===== src/rtl/tag_req_sequencer.sv =====
// Tag request sequencer: issues one fresh request plus reuse requests per block,
// then flushes the cache, waits for all tags to drain and signals layer completion.
module tag_req_sequencer #(
    parameter int NUM_TAGS = 2,
    parameter int TAG_W    = $clog2(NUM_TAGS),
    parameter int CNT_W    = 16
) (
    input  logic             clk,
    input  logic             reset,
    input  logic             start,
    input  logic [CNT_W-1:0] cfg_num_blocks,
    input  logic [CNT_W-1:0] cfg_reuse_count,
    input  logic             cfg_bias_prev_sw,
    input  logic             cfg_ddr_pe_sw,
    output logic             busy,
    output logic             done,
    output logic             tag_req,
    output logic             tag_reuse,
    output logic             tag_bias_prev_sw,
    output logic             tag_ddr_pe_sw,
    output logic             block_done,
    input  logic             tag_ready,
    input  logic [TAG_W-1:0] tag,
    input  logic             tag_done,
    output logic             issued_valid,
    output logic [TAG_W-1:0] issued_tag
);

    typedef enum logic [2:0] {
        S_IDLE,
        S_REQ,
        S_FLUSH,
        S_DRAIN,
        S_DONE
    } state_t;

    state_t           state, state_nxt;
    logic [CNT_W-1:0] blk_idx, req_idx;
    logic [CNT_W-1:0] num_blocks_q, reuse_count_q;
    logic             bias_prev_sw_q, ddr_pe_sw_q;
    logic             accept, last_req, last_blk;

    always_comb begin
        accept   = (state == S_REQ) && tag_ready;
        last_req = (req_idx == reuse_count_q);
        last_blk = (blk_idx == num_blocks_q - CNT_W'(1));
    end

    always_ff @(posedge clk) begin
        if (reset) begin
            state <= S_IDLE;
        end else begin
            state <= state_nxt;
        end
    end

    always_comb begin
        state_nxt = state;
        case (state)
            S_IDLE: begin
                if (start) begin
                    state_nxt = (cfg_num_blocks == '0) ? S_DONE : S_REQ;
                end
            end
            S_REQ: begin
                if (accept && last_req && last_blk) begin
                    state_nxt = S_FLUSH;
                end
            end
            S_FLUSH: state_nxt = S_DRAIN;
            S_DRAIN: begin
                if (tag_done) begin
                    state_nxt = S_DONE;
                end
            end
            S_DONE:  state_nxt = S_IDLE;
            default: state_nxt = S_IDLE;
        endcase
    end

    // Configuration is only sampled in IDLE, so a start pulse mid-layer cannot disturb it.
    always_ff @(posedge clk) begin
        if (reset) begin
            blk_idx        <= '0;
            req_idx        <= '0;
            num_blocks_q   <= '0;
            reuse_count_q  <= '0;
            bias_prev_sw_q <= 1'b0;
            ddr_pe_sw_q    <= 1'b0;
            issued_valid   <= 1'b0;
            issued_tag     <= '0;
        end else begin
            issued_valid <= accept;
            if (accept) begin
                issued_tag <= tag;
            end
            if (state == S_IDLE && start) begin
                num_blocks_q   <= cfg_num_blocks;
                reuse_count_q  <= cfg_reuse_count;
                bias_prev_sw_q <= cfg_bias_prev_sw;
                ddr_pe_sw_q    <= cfg_ddr_pe_sw;
                blk_idx        <= '0;
                req_idx        <= '0;
            end else if (accept) begin
                if (last_req) begin
                    req_idx <= '0;
                    blk_idx <= blk_idx + CNT_W'(1);
                end else begin
                    req_idx <= req_idx + CNT_W'(1);
                end
            end
        end
    end

    // The very first request of a layer has no previous partial sum to accumulate onto.
    always_comb begin
        busy             = (state != S_IDLE);
        done             = (state == S_DONE);
        block_done       = (state == S_FLUSH);
        tag_req          = 1'b0;
        tag_reuse        = 1'b0;
        tag_bias_prev_sw = 1'b0;
        tag_ddr_pe_sw    = 1'b0;
        if (state == S_REQ) begin
            tag_req          = 1'b1;
            tag_reuse        = (req_idx != '0);
            tag_bias_prev_sw = bias_prev_sw_q && !((blk_idx == '0) && (req_idx == '0));
            tag_ddr_pe_sw    = ddr_pe_sw_q;
        end
    end

endmodule


===== config.mk =====
export PLATFORM = sky130hd
export DESIGN_NAME = tag_req_sequencer
export DESIGN_NICKNAME = d
export VERILOG_FILES = /design/src/rtl/tag_req_sequencer.sv
export SDC_FILE = /design/constraint.sdc
export NUM_CORES = 1
export LEC_CHECK = 0
export CAP_MARGIN = 10
export CORE_MARGIN = 1
export CORE_UTILIZATION = 55
export DETAILED_ROUTE_END_ITERATION = 12
export PLACE_DENSITY = 0.8
export SETUP_SLACK_MARGIN = 0.1
export SLEW_MARGIN = 0
export SYNTH_ARGS = -nofsm -noshare
export SYNTH_HDL_FRONTEND = slang
export SYNTH_SLANG_ARGS = --single-unit
export TNS_END_PERCENT = 50

===== constraint.sdc =====
create_clock -name clk -period 2.95 [get_ports clk]
set_clock_uncertainty 0.05 [all_clocks]
set_input_delay 0.4425 -clock clk [delete_from_list [all_inputs] [get_ports clk]]
set_output_delay 0.4425 -clock clk [all_outputs]
set_load 0.1 [all_outputs]

==> results of run 1 <==
## layer usage
layer  wire, um  track usage (%)
met5          0                0
met4        298             12.6
met3        411             5.01
met2       4810             51.0
met1       3830             30.9
## cell type report
class | count | area [um2]
Fill cell | 558 | 2000
Clock buffer | 11 | 151
Tap cell | 77 | 96.3
Multi-Input combinational cell | 368 | 2200
Inverter | 10 | 37.5
Sequential cell | 71 | 1420
Timing Repair Buffer | 54 | 503
Clock inverter | 5 | 56.3
## synthesized netlist by cell type (2+ instances only)
library cell,n
and4_1,2
a311oi_1,2
buf_1,2
or3_1,7
nor2b_1,3
nor3_1,4
nand3_1,11
nor4b_1,4
and3_1,8
nor4_1,15
nor3b_1,3
dfxtp_1,71
or4_1,5
nand2_1,97
ha_1,5
clkbuf_1,11
a21oi_1,45
nand2b_1,3
o21ai_0,5
buf_6,2
nor3_4,2
o31ai_1,5
and2_1,3
buf_4,3
xnor2_1,36
inv_1,10
nor2_1,40
o21ba_1,2
nand4_1,16
mux2i_1,3
xor2_1,22
## power by group through the flow
stage	Combinational, mW	Clock [mW]	Sequential (mW)
6_report	0.622	0.809	1.08
3_3_place_gp	0.612	0	1.09
4_1_cts	0.621	0.824	1.08
3_5_place_dp	0.617	0	1.10
2_1_floorplan	0.462	0	1.08
5_1_grt	0.681	0.858	1.08
## worst min-delay path, delay by kind of cell, from the launching register on
| family | cells | cell delay (ps) |
|---|---|---|
| DFF | 1 | 310 |
| AOI/OAI and AO/OA | 1 | 50 |
| and+or+nand+nor | 1 | 50 |
## registers in the layout, indices dropped and copies added (netlist names)
name	flops
issued_tag	1
blk_idx	16
state	3
num_blocks_q	16
reuse_count_q	16
issued_valid	1
req_idx	16
ddr_pe_sw_q	1
bias_prev_sw_q	1
## kinds of logic (layout without fill, tap and decap cells)
group | Yosys count | after routing | synth area share [%]
buf+inv | 29 | 80 | 3.63
xor+xnor | 58 | 58 | 13.5
simple gates | 232 | 232 | 31.2
fa+ha+maj | 5 | 5 | 1.67
flops | 71 | 71 | 37.9
mux | 3 | 3 | 0.800
compound gates | 70 | 70 | 11.3
## per-stage QoR
stage          total power [mW]  util (%)  area (um2)  cells  setup slack [ps]
2_1_floorplan              1.54         -        3750    468              -171
3_3_place_gp               1.71      65.9        4260    580               474
3_5_place_dp               1.72      65.9        4260    580               390
4_1_cts                    2.52      69.1        4460    596               319
5_1_grt                    2.62      69.1        4460    596               149
6_report                   2.51      69.1        4460    596               320
## cells in the final DEF (no fill, tap or decap), types with 3 or more instances in the layout
| cell type | n |
|---|---|
| o21ai_0 | 5 |
| clkbuf_8 | 11 |
| nor3_1 | 4 |
| nand4_1 | 16 |
| nor4_1 | 15 |
| inv_1 | 10 |
| nand3_1 | 11 |
| clkdlybuf4s50_1 | 39 |
| and2_1 | 3 |
| nor2_1 | 40 |
| xor2_1 | 22 |
| a21oi_1 | 45 |
| mux2i_1 | 3 |
| nor4b_1 | 4 |
| nand2_1 | 97 |
| xnor2_1 | 36 |
| nor2b_1 | 3 |
| or4_1 | 5 |
| dfxtp_1 | 71 |
| nand2b_1 | 3 |
| and3_1 | 8 |
| o31ai_1 | 5 |
| or3_1 | 7 |
| ha_1 | 5 |
| buf_4 | 15 |
| nor3b_1 | 3 |
## worst min path at each step
| stage | from | end | slack (ps) |
|---|---|---|---|
| after detailed placement | ddr_pe_sw_q | ddr_pe_sw_q | 400 |
| after CTS | ddr_pe_sw_q | ddr_pe_sw_q | 420 |
| after global routing | reuse_count_q[12] | reuse_count_q[12] | 440 |
| after floorplan | ddr_pe_sw_q | ddr_pe_sw_q | 380 |
| after global placement | ddr_pe_sw_q | ddr_pe_sw_q | 390 |
| final | ddr_pe_sw_q | ddr_pe_sw_q | 420 |
==> metrics.md, run 1 <==
| Metric | Value |
|---|---|
| Rows | 29 |
| Cts bufs inserted | 9 |
| Worst setup path start | num_blocks_q[0] |
| Slew headroom | 53.2% |
| # Max-Cap Violations | 0 |
| H-tree Lvls | 3 |
| Synth top area share | 37.9% |
| Cell taking the most area after synthesis | dfxtp_1 |
| Number of flops mapped to enable cells by yosys | 0 |
| Count of pins over their slew limit | 0 |
| Clock-pin slew on the worst setup and hold paths | 80 ps |
| Type of destination of the critical path | flop |
| Internal | 1.69 mW |
| Sequential share of power | 43.0% |
| LEAKAGE | 1.63 nW |
| CTS hold repair buffers | 0 |
| Fmax | 0.380 GHz |
| First-pass GRT wire length | 15800 um |
| Nets | 559 |
| Share of cells above drive strength 1 | 7.71% |
| Placer congestion estimate | 0.901 |
| Status | complete, no violations |
| Postcts setup bufs | 0 |
| Area grow syn2layout | 18.9% |
| Worst IR drop on VDD | 0.000403 V |
| Sequential fraction of the synthesis area | 37.9% |
| Total wire length | 9350 um |
| Switching portion of total power | 32.5% |
| Startpoint Class | flop |
| Crit-path cells | inv_1 -> ha_1 -> or4b_4 -> nor4_1 -> xnor2_1 -> o2111ai_1 -> a2111oi_2 -> o21ba_1 |
| Initial antenna violation count | 0 |
| DR pass1 iterations | 4 |
| Largest net degree at the start of global routing | 37 |
| Core Region | 6460 um2 |
| Skew-Pair Late Insertion Delay | 350 ps |
| Clock network power share | 32.3% |
| Worst R2R Start | num_blocks_q[0] |
| Worst min path class | flop to flop |
| Worst path buffer plus inverter count | 1 |
| Worst-path fanout max | 6 |
| Via/cell ratio | 5.84 |
| Worst setup path class | flop to flop |
| Top delay family on crit path | compound AO/OA/AOI/OAI gates |
| Post-synth cell types | 52 |
| Slowest-stage cell, CP | a2111oi_2 |
| Die Ht | 84.6 um |
| CTS Root Cell | clkbuf_8 |
| Synth Warn # | 0 |
| IO Port Bufs | 48 |
| Syn nets | 513 |
| Final Cycle Share | 89.2% |
| Synth Register Bits | 71 |
| Critical Path AT | 2870 ps |
| Reg2Reg Setup Slack | 320 ps |
| RR Endpoint | state[1] |
| Dpl hpwl | 6930 um |
| Vias in the first global route | 3433 |
| Critical path depth in cells | 8 |
| Syn Inst Count | 468 |
| Fin Hold WS | 416 ps |
| TNS Setup | 0 ps |
| Data required, critical path | 3190 ps |
| Crit path capture | state[1] |
| Num ports | 49 |
| Die area | 7160 um2 |
| Syn avg cell area | 8.02 um2 |
| Routed len/inst | 15.7 um |
| Final setup vio count | 0 |
| Mapped cell area | 3750 um2 |
| Final min period | 2630 ps |
| Iteration-0 DRC Markers | 149 |
| Routed Antenna Nets | 0 |
| GRT Overall Usage | 27.7% |
| Worst Hold Depth | 2 |
| Final hold violation count | 0 |
| CTS tree | yes |
| Grt ovf | 0 |
| Die W | 84.6 um |
| Net switching power | 0.814 mW |
| Largest cells by area after synthesis | dfxtp_1, nand2_1, xnor2_1 |
| Unrepaired setup endpoints after global routing | false |
| Vias | 3481 |
| Ys async rst share | 0% |
| Power Dens Cells | 562 nW/um2 |
| Slew @ Worst Pin | 700 ps |
| Clock tree buffer depth | 2 |
| Critical Path Max Stage Delay | 530 ps |
| Clock tree sinks | 71 |
| Starting density of the core | 58.1% |
| Comb pwr share | 24.8% |
| R2R cell count | 8 |
| Residual DRC | 0 |
| Top_reg_cell synth | dfxtp_1 |
| Post-CTS sizing | 0 |
| Number of diodes | 0 |
No activity file was read; power rests on OpenSTA's default activity.
==> run 2, diff against run 1 <==
--- a/config.mk
+++ b/config.mk
@@ -7,9 +7,9 @@
 export LEC_CHECK = 0
 export CAP_MARGIN = 10
 export CORE_MARGIN = 1
-export CORE_UTILIZATION = 55
+export CORE_UTILIZATION = 53
 export DETAILED_ROUTE_END_ITERATION = 12
-export PLACE_DENSITY = 0.8
+export PLACE_DENSITY = 0.77
 export SETUP_SLACK_MARGIN = 0.1
 export SLEW_MARGIN = 0
 export SYNTH_ARGS = -nofsm -noshare
==> metrics.md, run 2 (synthesized netlist as in run 1, its figures left out) <==
| Metric | Value |
|---|---|
| Post-CTS sizing | 0 (unchanged) |
| Initial antenna violation count | 0 (unchanged) |
| Status | complete, no violations |
| Type of destination of the critical path | flop |
| Clock tree buffer depth | 2 (unchanged) |
| CTS hold repair buffers | 0 (unchanged) |
| H-tree Lvls | 3 (unchanged) |
| Fmax | 0.383 GHz (+0.75%) |
| Crit-path cells | inv_1 -> ha_1 -> or4b_4 -> nor4_1 -> xnor2_1 -> o2111ai_1 -> a2111oi_2 -> o21ba_1 |
| Die area | 7430 um2 (+3.7%) |
| Clock-pin slew on the worst setup and hold paths | 80 ps (about the same) |
| CTS Root Cell | clkbuf_8 |
| Final min period | 2610 ps (-19.6 ps) |
| Skew-Pair Late Insertion Delay | 350 ps (about the same) |
| Postcts setup bufs | 0 (unchanged) |
| Vias in the first global route | 3155 (-8.1%) |
| Clock tree sinks | 71 (unchanged) |
| Area grow syn2layout | 18.8% (about the same) |
| Setup WS post-layout | 339 ps (+19.6 ps) |
| Slew @ Worst Pin | 580 ps (-120 ps) |
| LEAKAGE | 1.61 nW (-1.2%) |
| Number of diodes | 0 (unchanged) |
| Core Region | 6830 um2 (+5.8%) |
| Final setup vio count | 0 (unchanged) |
| Nets | 557 (-0.36%) |
| Routed len/inst | 14.3 um (-8.6%) |
| Residual DRC | 0 (unchanged) |
| Hold Startpoint | ddr_pe_sw_q |
| GRT Overall Usage | 25.3% (-2.4 points) |
| Slew headroom | 60.8% (+7.6 points) |
| First-pass GRT wire length | 14500 um (-8.0%) |
| DR pass1 iterations | 5 (+1) |
| Total wire length | 8790 um (-6.0%) |
| Fill cells | 617 (+11%) |
| Power Dens Cells | 551 nW/um2 (-1.9%) |
| Top delay family on crit path | compound AO/OA/AOI/OAI gates |
| Via/cell ratio | 5.51 (-5.7%) |
| Worst-path fanout max | 6 (unchanged) |
| Vias | 3376 (-3.0%) |
| Critical Path AT | 2860 ps (about the same) |
| Most common cell after layout, fill and taps aside | nand2_1 |
| Cts bufs inserted | 9 (unchanged) |
| Final Cycle Share | 88.5% (-0.66 points) |
| Startpoint Class | flop |
| Critical Path Max Stage Delay | 530 ps (about the same) |
| DP Worst Slack | 302 ps (-88.2 ps) |
| Grt ovf | 0 (unchanged) |
| Rows | 30 (+3.4%) |
| # Max-Cap Violations | 0 (unchanged) |
| Dpl hpwl | 6650 um (-4.1%) |
| Worst path buffer plus inverter count | 1 (unchanged) |
| Worst setup path start | num_blocks_q[0] |
| Fin cells | 613 (+2.9%) |
| Placed cell area | 4260 um2 (+0.21%) |
| Worst IR drop on VDD | 0.000307 V (-24%) |
| Iteration-0 DRC Markers | 198 (+33%) |
| Final hold violation count | 0 (unchanged) |
| Routed Antenna Nets | 0 (unchanged) |
| Count of pins over their slew limit | 0 (unchanged) |
| Final non-filler cell area | 4460 um2 (about the same) |
| Data required, critical path | 3200 ps (about the same) |
| IO Port Bufs | 48 (unchanged) |
| Slowest-stage cell, CP | or4b_4 |
| Total power | 2.46 mW (-2.0%) |
| Placed cells | 597 (+2.9%) |
| Worst min path class | flop to flop |
| Starting density of the core | 55.0% (-3.2 points) |
| Largest net degree at the start of global routing | 37 (unchanged) |
| Placer congestion estimate | 0.906 (+0.60%) |
| Share of cells above drive strength 1 | 7.35% (-0.36 points) |
| Worst R2R Start | num_blocks_q[0] |
| Fin Hold WS | 412 ps (-3.99 ps) |
| Most frequent cells in the layout | nand2_1, dfxtp_1, a21oi_1, nor2_1, clkdlybuf4s50_1 |
| Worst setup path class | flop to flop |
| Die Ht | 86.2 um (+1.8%) |
| Die W | 86.2 um (+1.8%) |
| Num ports | 49 (unchanged) |
| CTS tree | yes |
| Unrepaired setup endpoints after global routing | false |
==> run 2: worst paths after layout <==
| check | end | depth (start not counted) | slack [ps] |
|---|---|---|---|
| max | state[1] | 8 | 340 |
| min | ddr_pe_sw_q | 2 | 410 |
| min reg2reg | ddr_pe_sw_q | 2 | 410 |
| max reg2reg | state[1] | 8 | 340 |
==> run 2: report_power, final <==
part / internal, mW / switching, mW / total, mW
registers: 1.01 / 0.0630 / 1.07
clock network: 0.391 / 0.384 / 0.775
logic: 0.242 / 0.369 / 0.611
==> run 2: per-stage QoR <==
| step | setup TNS (ps) | utilization [%] |
|---|---|---|
| floorplan | -342 | - |
| finish | 0 | 65.3 |
| global route | 0 | 65.3 |
| CTS | 0 | 65.3 |
| global placement | 0 | 62.4 |
| detailed placement | 0 | 62.4 |
==> run 2: metal layers <==
metal / vias up / global-route usage (%) / share of wire (%)
li1: 1709 / - / -
met1: 1576 / 29.7 / 43
met3: 18 / 5.81 / 4.6
met2: 73 / 45.0 / 50
met5: - / 0 / 0
met4: 0 / 9.24 / 2.0
==> run 2: final cells by class <==
type | instances | area, um2 | share of cell area, %
timing repair buffer | 52 | 488 | 10.9
multi-input combinational | 368 | 2200 | 49.3
clock buffer | 9 | 124 | 2.78
sequential | 71 | 1420 | 31.9
clock inverter | 7 | 72.6 | 1.63
tap | 96 | 120 | 2.69
inverter | 10 | 37.5 | 0.842
==> run 2: worst reg2reg max path, delay by kind of cell, from the launching register on <==
family                     cells  cell delay [ps]
adders and majority gates      1              260
and+or+nand+nor                2              770
xor gates and xnor gates       1              160
AOI/OAI and AO/OA              3              880
buffers and inverters          1               70
DFF                            1              360
==> run 3, diff against run 2 <==
--- a/config.mk
+++ b/config.mk
@@ -7,9 +7,9 @@
 export LEC_CHECK = 0
 export CAP_MARGIN = 10
 export CORE_MARGIN = 1
-export CORE_UTILIZATION = 53
+export CORE_UTILIZATION = 55
 export DETAILED_ROUTE_END_ITERATION = 12
-export PLACE_DENSITY = 0.77
+export PLACE_DENSITY = 0.8
 export SETUP_SLACK_MARGIN = 0.1
 export SLEW_MARGIN = 0
 export SYNTH_ARGS = -nofsm -noshare
==> results of run 3 <==
Same layout as run 1: the final DEF is identical, and so are final timing and power.
